### src/rtl/pwm_seq_ctrl_if.sv
// Control/status bundle between the register block and pwm_seq_ctrl.
// The irq signal exists only when PWM_SEQ_IRQ_EN is defined.
interface pwm_seq_ctrl_if #(
    parameter int DATA_WIDTH = 32
);
    logic [DATA_WIDTH-1:0] ctrl;
    logic                  ctrl_wr;
    logic                  pwm_out;
    logic [DATA_WIDTH-1:0] status_out;
`ifdef PWM_SEQ_IRQ_EN
    logic                  irq;

    modport master (output ctrl, ctrl_wr, input pwm_out, status_out, irq);
    modport slave  (input ctrl, ctrl_wr, output pwm_out, status_out, irq);
`else
    modport master (output ctrl, ctrl_wr, input pwm_out, status_out);
    modport slave  (input ctrl, ctrl_wr, output pwm_out, status_out);
`endif
endinterface

### src/rtl/pwm_seq_ctrl.sv
// PWM sequencer: decodes CTRL, keeps period/duty shadows updated at wraps, drives PWM and STATUS.
// Optional macro PWM_SEQ_IRQ_EN adds a one-cycle wrap interrupt (irq, STATUS[3]).
module pwm_seq_ctrl #(
    parameter int DATA_WIDTH = 32,
    parameter int CNT_WIDTH  = 12
) (
    input  logic          clk,
    input  logic          reset_n,
    pwm_seq_ctrl_if.slave bus
);
    localparam int P = CNT_WIDTH;

    typedef enum logic [1:0] {
        S_IDLE = 2'd0,
        S_LOAD = 2'd1,
        S_RUN  = 2'd2,
        S_DONE = 2'd3
    } state_t;

    state_t                r_state;
    state_t                w_next_state;
    logic [P-1:0]          r_cnt;
    logic [P-1:0]          r_period_sh;
    logic [P-1:0]          r_duty_sh;
    logic                  r_upd_pend;
    logic [7:0]            r_per_cnt;
    logic                  r_pwm;
    logic [DATA_WIDTH-1:0] r_status;
    logic [DATA_WIDTH-1:0] w_status_next;

    logic                  w_en;
    logic                  w_pol;
    logic                  w_oneshot;
    logic [P-1:0]          w_period;
    logic [P-1:0]          w_duty;
    logic                  w_wrap;
    logic                  w_reload;
    logic                  w_unused_ctrl;

    assign w_en      = bus.ctrl[0];
    assign w_pol     = bus.ctrl[1];
    assign w_oneshot = bus.ctrl[2];
    assign w_period  = bus.ctrl[4 +: P];
    assign w_duty    = bus.ctrl[4+P +: P];
    assign w_unused_ctrl = ^bus.ctrl;

    assign w_wrap = (r_state == S_RUN) && (r_cnt == r_period_sh);

`ifdef PWM_SEQ_IRQ_EN
    logic w_irqen;
    logic w_irq_next;
    logic r_irq;

    assign w_irqen    = bus.ctrl[3];
    assign w_irq_next = w_wrap && w_irqen;
    assign bus.irq    = r_irq;
`endif

    // A wrap only reloads shadows when the sequencer stays in RUN
    always_comb begin
        w_next_state = r_state;
        w_reload     = 1'b0;
        unique case (r_state)
            S_IDLE: if (w_en) w_next_state = S_LOAD;
            S_LOAD: w_next_state = S_RUN;
            S_RUN: begin
                if (w_wrap) begin
                    if (!w_en) begin
                        w_next_state = S_IDLE;
                    end else if (w_oneshot) begin
                        w_next_state = S_DONE;
                    end else begin
                        w_reload = r_upd_pend;
                    end
                end
            end
            S_DONE: if (!w_en) w_next_state = S_IDLE;
            default: w_next_state = S_IDLE;
        endcase
    end

    always_comb begin
        w_status_next       = '0;
        w_status_next[0]    = (r_state == S_RUN);
        w_status_next[1]    = r_upd_pend;
        w_status_next[2]    = (r_state == S_DONE);
        w_status_next[15:8] = r_per_cnt;
`ifdef PWM_SEQ_IRQ_EN
        w_status_next[3]    = w_irq_next;
`endif
    end

    always_ff @(posedge clk) begin
        if (!reset_n) begin
            r_state     <= S_IDLE;
            r_cnt       <= '0;
            r_period_sh <= '0;
            r_duty_sh   <= '0;
            r_upd_pend  <= 1'b0;
            r_per_cnt   <= '0;
            r_pwm       <= 1'b0;
            r_status    <= '0;
`ifdef PWM_SEQ_IRQ_EN
            r_irq       <= 1'b0;
`endif
        end else begin
            r_state  <= w_next_state;
            r_pwm    <= ((r_state == S_RUN) && (r_cnt < r_duty_sh)) ? ~w_pol : w_pol;
            r_status <= w_status_next;
`ifdef PWM_SEQ_IRQ_EN
            r_irq    <= w_irq_next;
`endif
            unique case (r_state)
                S_IDLE: r_cnt <= '0;
                S_LOAD: begin
                    r_period_sh <= w_period;
                    r_duty_sh   <= w_duty;
                    r_cnt       <= '0;
                    r_upd_pend  <= 1'b0;
                    r_per_cnt   <= '0;
                end
                S_RUN: begin
                    if (w_wrap) begin
                        r_cnt     <= '0;
                        r_per_cnt <= r_per_cnt + 8'd1;
                    end else begin
                        r_cnt <= r_cnt + 1'b1;
                    end
                    // A write landing on the wrap cycle wins, deferring to the next wrap
                    if (bus.ctrl_wr) begin
                        r_upd_pend <= 1'b1;
                    end else if (w_reload) begin
                        r_upd_pend <= 1'b0;
                    end
                    if (w_reload) begin
                        r_period_sh <= w_period;
                        r_duty_sh   <= w_duty;
                    end
                end
                default: ;
            endcase
        end
    end

    assign bus.pwm_out    = r_pwm;
    assign bus.status_out = r_status;
endmodule

### src/flat_wrapper.sv
// flat-port wrapper written by rule: the top's interface ports become plain ports
module pwm_seq_ctrl_flat 
#(
    parameter int DATA_WIDTH = 32,
    parameter int CNT_WIDTH  = 12
)
  (clk, reset_n, bus_ctrl, bus_ctrl_wr, bus_pwm_out, bus_status_out);
  pwm_seq_ctrl_if #(.DATA_WIDTH(DATA_WIDTH)) bus_i ();
  input  logic clk;
  input  logic reset_n;
  input wire logic [$bits(bus_i.ctrl)-1:0] bus_ctrl;
  input wire logic [$bits(bus_i.ctrl_wr)-1:0] bus_ctrl_wr;
  output wire logic [$bits(bus_i.pwm_out)-1:0] bus_pwm_out;
  output wire logic [$bits(bus_i.status_out)-1:0] bus_status_out;
  assign bus_i.ctrl = bus_ctrl;
  assign bus_i.ctrl_wr = bus_ctrl_wr;
  assign bus_pwm_out = bus_i.pwm_out;
  assign bus_status_out = bus_i.status_out;
  pwm_seq_ctrl #(.DATA_WIDTH(DATA_WIDTH), .CNT_WIDTH(CNT_WIDTH)) u_core (.clk(clk), .reset_n(reset_n), .bus(bus_i));
endmodule
### config.mk
export PLATFORM = sky130hd
export DESIGN_NAME = pwm_seq_ctrl_flat
export DESIGN_NICKNAME = d
export VERILOG_FILES = /design/src/rtl/pwm_seq_ctrl_if.sv /design/src/rtl/pwm_seq_ctrl.sv /design/src/flat_wrapper.sv
export SDC_FILE = /design/constraint.sdc
export NUM_CORES = 1
export LEC_CHECK = 0
export CORE_ASPECT_RATIO = 1.75
export CORE_UTILIZATION = 25
export CTS_CLUSTER_DIAMETER = 50
export DETAILED_ROUTE_END_ITERATION = 16
export GPL_ROUTABILITY_DRIVEN = 0
export PLACE_DENSITY_LB_ADDON = 0.2
export SETUP_SLACK_MARGIN = 0.02
export SKIP_LAST_GASP = 1
export SYNTH_ARGS = -nofsm -noshare
export SYNTH_HDL_FRONTEND = slang
export SYNTH_SLANG_ARGS = --single-unit
export TNS_END_PERCENT = 100
### constraint.sdc
create_clock -name clk -period 2.7 [get_ports clk]
set_clock_uncertainty 0.05 [all_clocks]
set_input_delay 0.54 -clock clk [delete_from_list [all_inputs] [get_ports clk]]
set_output_delay 0.54 -clock clk [all_outputs]
set_load 0.01 [all_outputs]
# Word level (Yosys, flattened, before mapping)
# Cells that the tools add are included.
totals:
  regBits: 80
  inputBits: 35
  output_inout_bits: 33
  wordCells: 55
classes:
  add_sub_neg: 2
  n_lt_le_gt_ge: 1
  eq_ne: 10
  mux: 22
  bitwise: 1
  n_reduce_logical: 10
ops:
  columns: ["op", "n"]
  rows:
  - ["one-hot mux 12 bit (2 select lines)", 3]
  - ["2-to-1 mux 12 bit", 3]
  - ["one-hot mux 8 bit (2 select lines)", 1]
  - ["adder 12 x 1 -> 12 bit, second input constant", 1]
  - ["equality test 12 bit", 1]
  - ["less-than comparator 12 bit", 1]
  - ["2-to-1 mux 2 bit", 5]
  - ["adder 8 x 1 -> 8 bit, second input constant", 1]
  - ["2-to-1 mux 8 bit", 1]
  - ["inequality test 2 bit, second input constant", 4]
  - ["one-hot mux 2 bit (4 select lines)", 1]
  - ["2-to-1 mux 1 bit", 7]
  - ["inequality test 3 bit, second input constant", 2]
  - ["AND reduction 2 bit", 3]
  - ["equality test 2 bit, second input constant", 2]
  - ["AND reduction 4 bit", 1]
  - ["nonzero test 2 bit", 2]
  - ["equality test 2 x 1 -> 1 bit, second input constant", 1]
  - ["logical AND 1 bit", 2]
  - ["logical NOT 2 bit", 1]
  - ["one-hot mux 1 bit (2 select lines)", 1]
  - ["OR reduction 2 bit", 1]
  - ["NOT 1 bit", 1]

# Depth between registers and ports, before layout
# Gate-level depths: netlist (run 1).
depth:
  word_depth: 7
  mapped_depth: 8
  mapped_depth_nobuf: 7

# Worst setup path before layout (run 1)
# Ideal clock, no wire load.
synth_path:
  path_kind: "register to register"
  from: "reg u_core.r_cnt[2]"
  to: "reg u_core.r_per_cnt[6]"
  setup_ns: 0.074
  arrival_ns: 1.747
  t_required_ns: 2.576
  path_slack_ns: 0.829
  stages_incl_launch_ff: 7
  n_path_buf: 1
  synth_period_minus_slack_ns: 1.871
  path_cell_list: "dfxtp_1 buf_6 xor2_1 nor4_4 nand3_2 or4_1 a31oi_1"
synth_via:
  elab_chain_cells: 4
synth_rtl:
  columns: ["element", "line", "source"]
  rows:
  - ["from (decl)", "pwm_seq_ctrl.sv:22", "logic [P-1:0] r_cnt;"]
  - ["from (signal assigned)", "pwm_seq_ctrl.sv:127", "r_cnt <= r_cnt + 1'b1;"]
  - ["equality test 12 bit", "pwm_seq_ctrl.sv:47", "assign w_wrap = (r_state == S_RUN) && (r_cnt == r_period_sh);"]
  - ["logical AND 1 bit", "pwm_seq_ctrl.sv:47", null]
  - ["inequality test 2 bit (no source line)", null, null]
  - ["AND reduction 2 bit (no source line)", null, null]
  - ["to (signal assigned)", "pwm_seq_ctrl.sv:125", "r_per_cnt <= r_per_cnt + 8'd1;"]
  - ["to (decl)", "pwm_seq_ctrl.sv:26", "logic [7:0] r_per_cnt;"]
# No other way between the ends.
# A chain may end at the register's enable or synchronous reset.

# Worst setup path in the final report (run 1)
layout_path:
  from: "reg u_core.r_cnt[8]"
  to: "reg u_core.r_duty_sh[8]"
layout_via:
  elab_chain_cells: 6
layout_rtl:
  columns: ["element", "line", "source"]
  rows:
  - ["equality test 12 bit", "pwm_seq_ctrl.sv:47", null]
  - ["logical AND 1 bit", "pwm_seq_ctrl.sv:47", null]
  - ["2-to-1 mux 1 bit", "pwm_seq_ctrl.sv:67", "if (w_wrap) begin"]
  - ["2-to-1 mux 1 bit", "pwm_seq_ctrl.sv:63", "unique case (r_state)"]
  - ["inequality test 2 bit (no source line)", null, null]
  - ["AND reduction 2 bit (no source line)", null, null]
  - ["to (signal assigned)", "pwm_seq_ctrl.sv:117", "r_duty_sh <= w_duty;"]
  - ["to (signal assigned)", "pwm_seq_ctrl.sv:137", "r_duty_sh <= w_duty;"]
  - ["to (decl)", "pwm_seq_ctrl.sv:24", "logic [P-1:0] r_duty_sh;"]
# No other way between the ends.

==> results of run 1 <==
worst min-delay path, stage by stage, from the launching register on:
cell and delay (ps):
dfxtp_1 300, nand2_1 50, mux2i_1 50
stage by stage:
| step | setup WS [ps] | area, um2 | instances | power [uW] | hold WS [ps] |
|---|---|---|---|---|---|
| after floorplan | 829 | 3170 | 380 | 1160 | 387 |
| after global placement | 239 | 3650 | 564 | 1260 | 398 |
| after detailed placement | 217 | 3650 | 564 | 1260 | 402 |
| after CTS | 382 | 3940 | 579 | 2410 | 409 |
| after global routing | 226 | 3940 | 579 | 2480 | 433 |
| final | 427 | 3940 | 579 | 2370 | 407 |
power by group through the flow:
stage	registers (uW)	clock network, uW	logic (uW)
3_3_place_gp	940	0	316
6_report	922	1140	314
4_1_cts	922	1170	319
5_1_grt	925	1210	349
3_5_place_dp	940	0	318
2_1_floorplan	935	0	223
cell usage after synthesis (all sizes together), types with 2 or more instances:
library cell  number  area, um2
nand3             12       65.1
buf               26        203
nand2             69        259
nor4b              2       17.5
xor2              16        140
and3               6       37.5
and4               3       26.3
a22oi              2       15.0
a21o               2       15.0
a21oi             13       76.3
inv               18       67.6
and2               7       43.8
dfxtp             59       1180
a31oi              2       12.5
nor3               7       35.0
o31ai              2       15.0
ha                13        163
clkbuf            11       41.3
a211oi             4       30.0
nor4               4       52.6
nor2              13       48.8
nand4              7       43.8
or3                2       12.5
or4                5       37.5
mux2i             25        250
nand2b             6       37.5
nor2b              4       25.0
o21ai              7       35.0
layer usage:
metal  GRT usage (%)  share of wire [%]  routed length [um]  vias to the layer above
li1                -                  -                   -                     1296
met3            2.88                3.3                 239                        5
met4            6.00                1.9                 137                        0
met5               0                  0                   0                        -
met2            23.5                 55                3960                       52
met1            12.3                 40                2850                     1159
final cells by class:
cell class	count	area, um2
well taps	165	206
clock inverters	2	35.0
flip-flops and latches	59	1180
multi-input cells	266	1680
inverters	18	67.6
fillers	1273	8060
clock buffers	13	260
repair buffers	56	518
sequential cells by signal (all words and copies together) (netlist names):
| name | count |
|---|---|
| u_core.r_cnt | 12 |
| u_core.r_state | 2 |
| u_core.r_duty_sh | 12 |
| u_core.r_period_sh | 12 |
| u_core.r_upd_pend | 1 |
| u_core.bus.status_out | 11 |
| u_core.r_per_cnt | 8 |
| u_core.bus.pwm_out | 1 |
path summary, 6_finish.rpt:
check                                    startpoint             endpoint  slack (ps)  cells past startpoint
worst min-delay path            u_core.r_duty_sh[3]  u_core.r_duty_sh[3]         410                      2
worst max-delay path                u_core.r_cnt[8]  u_core.r_duty_sh[8]         430                      5
worst min register to register  u_core.r_duty_sh[3]  u_core.r_duty_sh[3]         410                      2
worst max register to register      u_core.r_cnt[8]  u_core.r_duty_sh[8]         430                      5
logic make-up (layout without fill, tap and decap cells):
logic type,Yosys count,count (layout),synth area share [%]
other,1,21,0.121
adder cells (fa/ha/maj),13,13,5.26
AND/OR/NAND/NOR,147,147,24.0
AO/OA/AOI/OAI,43,43,9.47
multiplexers,25,25,8.09
flip-flops,59,59,38.2
buffers and inverters,55,89,10.1
XOR/XNOR,17,17,4.81
==> metrics.txt, run 1 <==
Pre-antenna DRT Iters=4; Final Cycle Share=84.2%; Layout area overhead=27.5%; Total Die Area=12,800 um2; clock power share=47.9%; Die Span X=86.1 um; PortBufs=41; commonest non-fill, non-tap cell in the layout=nand2_1; layout cells sized above 1=8.21%; part of the power in registers=38.9%; P_leak=0.00176 uW; Max VDD drop=0.000275 V; antenna viol nets, final=0; sequential area share after synthesis=38.2%; dpl hpwl=5.47 mm; WL per Instance=12.4 um; Total Routing Usage GR=12.4%; main flop type after synthesis=dfxtp_1; Bufs on Longest Clock Path=2; first-pass GRT wire length=12.0 mm; diode count=0; worst hold path class=register to register; Vias per Instance=4.34; Critical Path AT=2480 ps; Reg clk slew, reported paths=50 ps; RSZ-0062 raised after global routing=no; Worst-Skew Late Latency=330 ps; max-cap violations=0; Sw Share=24.3%; Req. time, crit path=2900 ps; final max-slew violation count=0; net switching power=577 uW; Final Util=32.9%; Top delay family on crit path=compound AO/OA/AOI/OAI gates; Synth Register Bits=59; Setup Buffers After CTS=0; 1st-iter DRT viols=75; CP endpoint kind=register; # IOs=68; outcome=completed; most frequent cells in the layout=nand2_1, dfxtp_1, clkdlybuf4s50_1; WS Path Type=register to register; CP Buf/Inv Count=0; headroom to the max-slew limit=30.9%; Cells after Synth=360; Hold Violations, Final=0; combinational share of power=13.3%; via count=2,512; Synth Area per Inst=8.59 um2; antenna violations before repair=0; total grt overflow=0; H-tree depth=3; initial core utilization=25.8%; TritonCTS clock tree=yes; CTS Hold Buffers Added=0; Post-synth EDFFs=0; Max stage delay on crit path=830 ps; Worst-Margin Slew=1030 ps; Power Dens Cells=601 nW/um2; CP startpoint kind=register; PostCTS Resize Cnt=0; Num CTS Buffers=9; Final #Nets=458; CTS root buffer=clkbuf_16; FFs w/ async S/R, synth=0%; Rows=53; Die Span Y=149 um; distinct cell type count after synthesis=47; worst-path cell chain=xor2_1 -> nor4_2 -> and3_1 -> a21oi_4 -> mux2i_1; Internal=1790 uW; f_max=440 MHz; Worst path slowest cell=a21oi_4; setup_tns=0 ps; Routed Wire Length=7.19 mm; DRC Markers=0; min Tclk post-route=2270 ps; Final Setup Violations=0; core area=12,000 um2; vias in the first global route=2,473; TritonCTS Sinks=59; largest net degree at the start of global routing=37; Synth Warn #=0; cell area after synthesis=3090 um2; Crit Path Max Fanout=24
(Power assumes the default switching activity.)
==> run 2: changes to the inputs <==
==> constraint.sdc (replaced) <==
create_clock -name clk -period 1.8 [get_ports clk]
set_clock_uncertainty 0.05 [all_clocks]
set_input_delay 0.36 -clock clk [delete_from_list [all_inputs] [get_ports clk]]
set_output_delay 0.36 -clock clk [all_outputs]
set_load 0.01 [all_outputs]
==> run 2 against run 1 <==
The run now ends with negative setup slack left. Global-route usage up 1.5 points. Cell area up 12%. Via count up 9.9%. Cell count up 5.4%. Setup slack worse by 490 ps. Power up 64%. Die area unchanged. Clock power up 60%. Sequential share of layout area down 3.0 points. Utilization up 3.9 points. Non-clock buffer count up 28. Critical path depth up 2. Critical path type unchanged.
==> metrics.txt, run 2 (synthesis results as in run 1) <==
post-route setup slack=-64.2 ps (was 427 ps); initial core utilization=25.8% (unchanged); f_max=536 MHz (was 440 MHz); Final Cycle Share=104% (was 84.2%); 1st-iter DRT viols=89 (was 75); Worst-Margin Slew=695 ps (was 1030 ps); overall power=3900 uW (was 2370 uW); Worst-Skew Late Latency=330 ps (about the same); max-cap violations=0 (unchanged); antenna violations before repair=0 (unchanged); Rows=53 (unchanged); WS Path Type=register to register (unchanged); via count=2,761 (was 2,512); worst hold path class=input port to register (was register to register); Final #Nets=488 (was 458); Crit Path Max Fanout=6 (was 24); Regs by FF count=u_core.r_cnt: 12 flops, u_core.r_duty_sh: 12 flops, u_core.r_period_sh: 12 flops (unchanged); H-tree depth=3 (unchanged); Req. time, crit path=2030 ps (was 2900 ps); most frequent cells in the layout=nand2_1, dfxtp_1, clkdlybuf4s50_1 (unchanged); Final Setup Violations=5 (was 0); P_leak=0.00196 uW (was 0.00176 uW); DRC Markers=0 (unchanged); Layout area overhead=42.8% (was 27.5%); Final Util=36.8% (was 32.9%); CTS Hold Buffers Added=0 (unchanged); CTS root buffer=clkbuf_16 (unchanged); setup_tns=-143 ps (was 0 ps); PortBufs=41 (unchanged); Vias per Instance=4.53 (was 4.34); worst setup slack after placement=-508 ps (was 217 ps); headroom to the max-slew limit=53.5% (was 30.9%); first-pass GRT wire length=13.3 mm (was 12.0 mm); total grt overflow=0 (unchanged); CP endpoint kind=register (unchanged); TritonCTS clock tree=yes (unchanged); failing checks=negative setup slack; antenna viol nets, final=0 (unchanged); commonest non-fill, non-tap cell in the layout=nand2_1 (unchanged); WL per Instance=13.8 um (was 12.4 um); Power Dens Cells=882 nW/um2 (was 601 nW/um2); Hold Violations, Final=0 (unchanged); Reg clk slew, reported paths=50 ps (about the same); Critical Path AT=2090 ps (was 2480 ps); Num CTS Buffers=9 (unchanged); TritonCTS Sinks=59 (unchanged); layout cells sized above 1=20.0% (was 8.21%); diode count=0 (unchanged); min Tclk post-route=1860 ps (was 2270 ps); core area=12,000 um2 (unchanged); Max VDD drop=0.000452 V (was 0.000275 V); Total Die Area=12,800 um2 (unchanged); vias in the first global route=2,749 (was 2,473); final max-slew violation count=0 (unchanged); Pre-antenna DRT Iters=4 (unchanged); Bufs on Longest Clock Path=2 (unchanged); Routed Wire Length=8.39 mm (was 7.19 mm); RSZ-0062 raised after global routing=yes (was no); outcome=complete, but fails checks (was completed); Die Span Y=149 um (unchanged); largest net degree at the start of global routing=23 (was 37); Die Span X=86.1 um (unchanged); Total Routing Usage GR=13.8% (was 12.4%); dpl hpwl=5.89 mm (was 5.47 mm); CP startpoint kind=register (unchanged); # IOs=68 (unchanged)
==> run 2: cell types whose count changed in the layout (fill, tap and decap cells not counted), sizes merged <==
cell | previous run | this run
a21oi | 13 | 14
buf | 16 | 43
bufinv | 1 | 2
clkbuf | 13 | 12
clkinv | 1 | 2
clkinvlp | 0 | 1
nand3 | 12 | 13
==> run 2: final cells by class <==
| type | count | area [um2] |
|---|---|---|
| clock buffers | 11 | 233 |
| well taps | 165 | 206 |
| repair buffers | 84 | 793 |
| fillers | 1240 | 7590 |
| inverters | 18 | 67.6 |
| clock inverters | 5 | 77.6 |
| flip-flops and latches | 59 | 1190 |
| multi-input cells | 268 | 1850 |
==> run 2: worst paths after layout <==
check	endpoint	slack, ps	cells past startpoint	start
worst min-delay path	u_core.r_state[0]	350	3	reset_n
worst max-delay path	u_core.r_per_cnt[7]	-60	7	u_core.r_cnt[1]
worst max register to register	u_core.r_per_cnt[7]	-60	7	u_core.r_cnt[1]
worst min register to register	u_core.r_duty_sh[2]	410	2	u_core.r_duty_sh[2]
==> run 2: worst max-delay path, stage by stage, from the launching register on <==
cell and delay, ps:
dfxtp_2 330, xor2_1 160, nor4_2 280, buf_4 170
buf_6 110, nand3_4 110, or4_4 520, nand2_1 80
==> run 2: through the flow <==
stage | cells | hold WS [ps] | cell area [um2]
detailed placement | 583 | 405 | 3800
floorplan | 380 | 387 | 3180
global route | 610 | 361 | 4420
finish | 610 | 353 | 4420
CTS | 608 | 330 | 4290
global placement | 583 | 397 | 3800
==> run 2: routing by layer <==
| metal | routed length (um) | track usage [%] |
|---|---|---|
| met1 | 3220 | 13.8 |
| met2 | 4690 | 25.7 |
| met3 | 207 | 3.04 |
| met4 | 271 | 8.08 |
| met5 | 0 | 0 |
==> run 2: power breakdown <==
part	internal, uW	total, uW	switching, uW	leakage, uW
clock network	1210	1820	609	0.000150
logic	340	701	362	0.00133
registers	1350	1380	28.8	0.000481
==> run 2: timing repair <==
action,CTS,global route
buffers inserted,7,1
gates cloned,2,1
setup endpoints to repair,45,44
pin swaps,10,10
resized for setup,16,20
==> run 3: changes to the inputs <==
--- a/config.mk
+++ b/config.mk
@@ -11,6 +11,7 @@
 export DETAILED_ROUTE_END_ITERATION = 16
 export GPL_ROUTABILITY_DRIVEN = 0
 export PLACE_DENSITY_LB_ADDON = 0.2
+export RECOVER_POWER = 50
 export SETUP_SLACK_MARGIN = 0.02
 export SKIP_LAST_GASP = 1
 export SYNTH_ARGS = -nofsm -noshare
==> run 3 against run 2 <==
The run still ends with negative setup slack left. Sequential share of layout area up 0.084 points. Cell count unchanged. Register-to-register slack about the same. Hold slack worse by 3.2 ps. Power down 0.15%. Routed wire length about the same. Critical path depth unchanged. Fmax about the same. Combinational power down 0.9%. Global-route usage unchanged. Setup slack about the same. Clock power about the same. Critical path type unchanged. Largest cell class unchanged. Highest routed layer unchanged.
==> metrics.txt, run 3 (synthesis results as in run 1) <==
Die Span X=86.1 um (unchanged); Routed Wire Length=8.39 mm (about the same); hold path start=reset_n (unchanged); 1st-iter DRT viols=100 (was 89); f_max=536 MHz (about the same); final instance count without filler cells=610 (unchanged); Power Dens Cells=884 nW/um2 (was 882 nW/um2); Regs by FF count=u_core.r_cnt: 12 flops, u_core.r_duty_sh: 12 flops, u_core.r_period_sh: 12 flops (unchanged); Final Cycle Share=104% (about the same); final max-slew violation count=0 (unchanged); antenna viol nets, final=0 (unchanged); Critical Path AT=2090 ps (about the same); layout cells sized above 1=19.3% (was 20.0%); largest net degree at the start of global routing=23 (unchanged); Vias per Instance=4.53 (about the same); Worst path slowest cell=or4_4 (unchanged); Reg2Reg Depth=7 (unchanged); CP endpoint kind=register (unchanged); Total Die Area=12,800 um2 (unchanged); P_leak=0.00196 uW (about the same); worst hold endpoint=u_core.r_state[0] (unchanged); FF+latch area=1190 um2 (unchanged); net switching power=999 uW (was 1000 uW); WS Path Type=register to register (unchanged); PortBufs=41 (unchanged); Sw Share=25.7% (about the same); Inst Count DP=583 (unchanged); Worst-Skew Late Latency=330 ps (about the same); core area=12,000 um2 (unchanged); first-pass GRT wire length=13.3 mm (unchanged); worst-path cell chain=xor2_1 -> nor4_2 -> buf_4 -> buf_6 -> nand3_4 -> or4_4 -> nand2_1 (unchanged); R2R Setup Slk=-60 ps (about the same); Fill cells=1,244 (was 1,240); Worst-Margin Slew=884 ps (was 695 ps); commonest non-fill, non-tap cell in the layout=nand2_1 (unchanged); Num CTS Buffers=9 (unchanged); antenna violations before repair=0 (unchanged); combinational share of power=17.9% (was 18.0%); clock power share=46.7% (was 46.6%); part of the power in registers=35.4% (about the same); DRC Markers=0 (unchanged); Hold Violations, Final=0 (unchanged); worst hold stages=3 (unchanged); Pre-antenna DRT Iters=4 (unchanged); Bufs on Longest Clock Path=2 (unchanged); Internal=2890 uW (was 2900 uW); Total Routing Usage GR=13.8% (unchanged); worst r2r src=u_core.r_cnt[1] (unchanged); Req. time, crit path=2030 ps (about the same); H-tree depth=3 (unchanged); Min Hold Slack=349 ps (was 353 ps); failing checks=negative setup slack (unchanged); RSZ-0062 raised after global routing=yes (unchanged); Die Span Y=149 um (unchanged); placed inst area=3800 um2 (unchanged); diode count=0 (unchanged); multi-input logic area=1850 um2 (unchanged); CP startpoint kind=register (unchanged); TritonCTS Sinks=59 (unchanged); Rows=53 (unchanged); CTS root buffer=clkbuf_16 (unchanged); WL per Instance=13.8 um (about the same); Reg-to-Reg End=u_core.r_per_cnt[7] (unchanged); Design Area, Final=4400 um2 (was 4420 um2); Layout area overhead=42.3% (was 42.8%); # IOs=68 (unchanged); via count=2,763 (was 2,761); max-cap violations=0 (unchanged); total grt overflow=0 (unchanged); most frequent cells in the layout=nand2_1, dfxtp_1, clkdlybuf4s50_1 (unchanged); Max VDD drop=0.000452 V (about the same); Final #Nets=488 (unchanged); worst hold path class=input port to register (unchanged); setup_tns=-154 ps (was -143 ps); TritonCTS clock tree=yes (unchanged); Final Setup Violations=6 (was 5); outcome=complete, but fails checks (unchanged); initial core utilization=25.8% (unchanged); Reg clk slew, reported paths=50 ps (about the same); Crit Path Max Fanout=6 (unchanged); dpl hpwl=5.89 mm (unchanged); vias in the first global route=2,749 (unchanged); min Tclk post-route=1860 ps (about the same); headroom to the max-slew limit=41.1% (was 53.5%); post-route setup slack=-64.2 ps (about the same); Max stage delay on crit path=520 ps (about the same)
-- run 3: cell types whose count changed in the layout (fill, tap and decap cells not counted) --
cell and change:
and2_0 +2, and2_1 -2, buf_4 -4, clkbuf_1 +3, clkbuf_2 +1, clkdlybuf4s50_1 -4
dlygate4sd3_1 +4
-- run 3: final cells by class --
class,count,share of cell area [%]
inverters,18,1.53
well taps,165,4.69
flip-flops and latches,59,27.0
multi-input cells,268,42.0
repair buffers,84,17.7
clock inverters,5,1.76
clock buffers,11,5.29
-- run 3: routing by layer --
metal	global-route usage (%)	up-vias	part of all wire, %
li1	-	1357	-
met1	13.8	1317	38
met2	25.7	68	56
met3	3.04	21	3.0
met4	8.08	0	3.3
met5	0	-	0
-- run 3: metrics by stage --
stage          worst slack (ps)  power, uW  utilization (%)
6_report                  -64.2       3890             36.7
5_1_grt                    -161       4050             36.7
4_1_cts                   -21.1       3890             35.7
3_5_place_dp               -508       1930             31.7
3_3_place_gp               -458       1920             31.7
2_1_floorplan              37.2       1740                -
-- run 3: how the worst max path moves through the flow --
stage / from / endpoint / slack (ps) / depth (start not counted)
6_report: u_core.r_cnt[1] / u_core.r_per_cnt[7] / -60 / 7
5_1_grt: u_core.r_cnt[1] / u_core.r_per_cnt[7] / -160 / 7
4_1_cts: u_core.r_cnt[5] / u_core.r_per_cnt[7] / -20 / 7
3_5_place_dp: bus_ctrl[2] / u_core.r_period_sh[10] / -510 / 5
3_3_place_gp: bus_ctrl[2] / u_core.r_period_sh[2] / -460 / 5
2_1_floorplan: u_core.r_cnt[6] / u_core.r_duty_sh[0] / 40 / 7
-- run 3: worst max-delay path: cells and delay by family, from the launching register on --
kind | cells | cell delay (ps)
flip-flops | 1 | 330
buffers and inverters | 2 | 280
XOR/XNOR | 1 | 160
AND/OR/NAND/NOR | 4 | 990
-- run 3: power by group through the flow --
| stage | clock network (uW) | logic [uW] | registers, uW |
|---|---|---|---|
| 2_1_floorplan | 0 | 336 | 1400 |
| 3_5_place_dp | 0 | 518 | 1410 |
| 3_3_place_gp | 0 | 516 | 1410 |
| 4_1_cts | 1860 | 646 | 1380 |
| 5_1_grt | 1920 | 746 | 1380 |
| 6_report | 1820 | 695 | 1380 |
-- run 3: what timing repair did --
| action | 4_1_cts | 5_1_grt |
|---|---|---|
| cloned | 2 | 1 |
| buffers inserted | 7 | 1 |
| gates resized for setup | 16 | 20 |
| endpoints found under the setup margin | 45 | 44 |
| pin swaps | 10 | 10 |
| hold buffers | 0 | 0 |
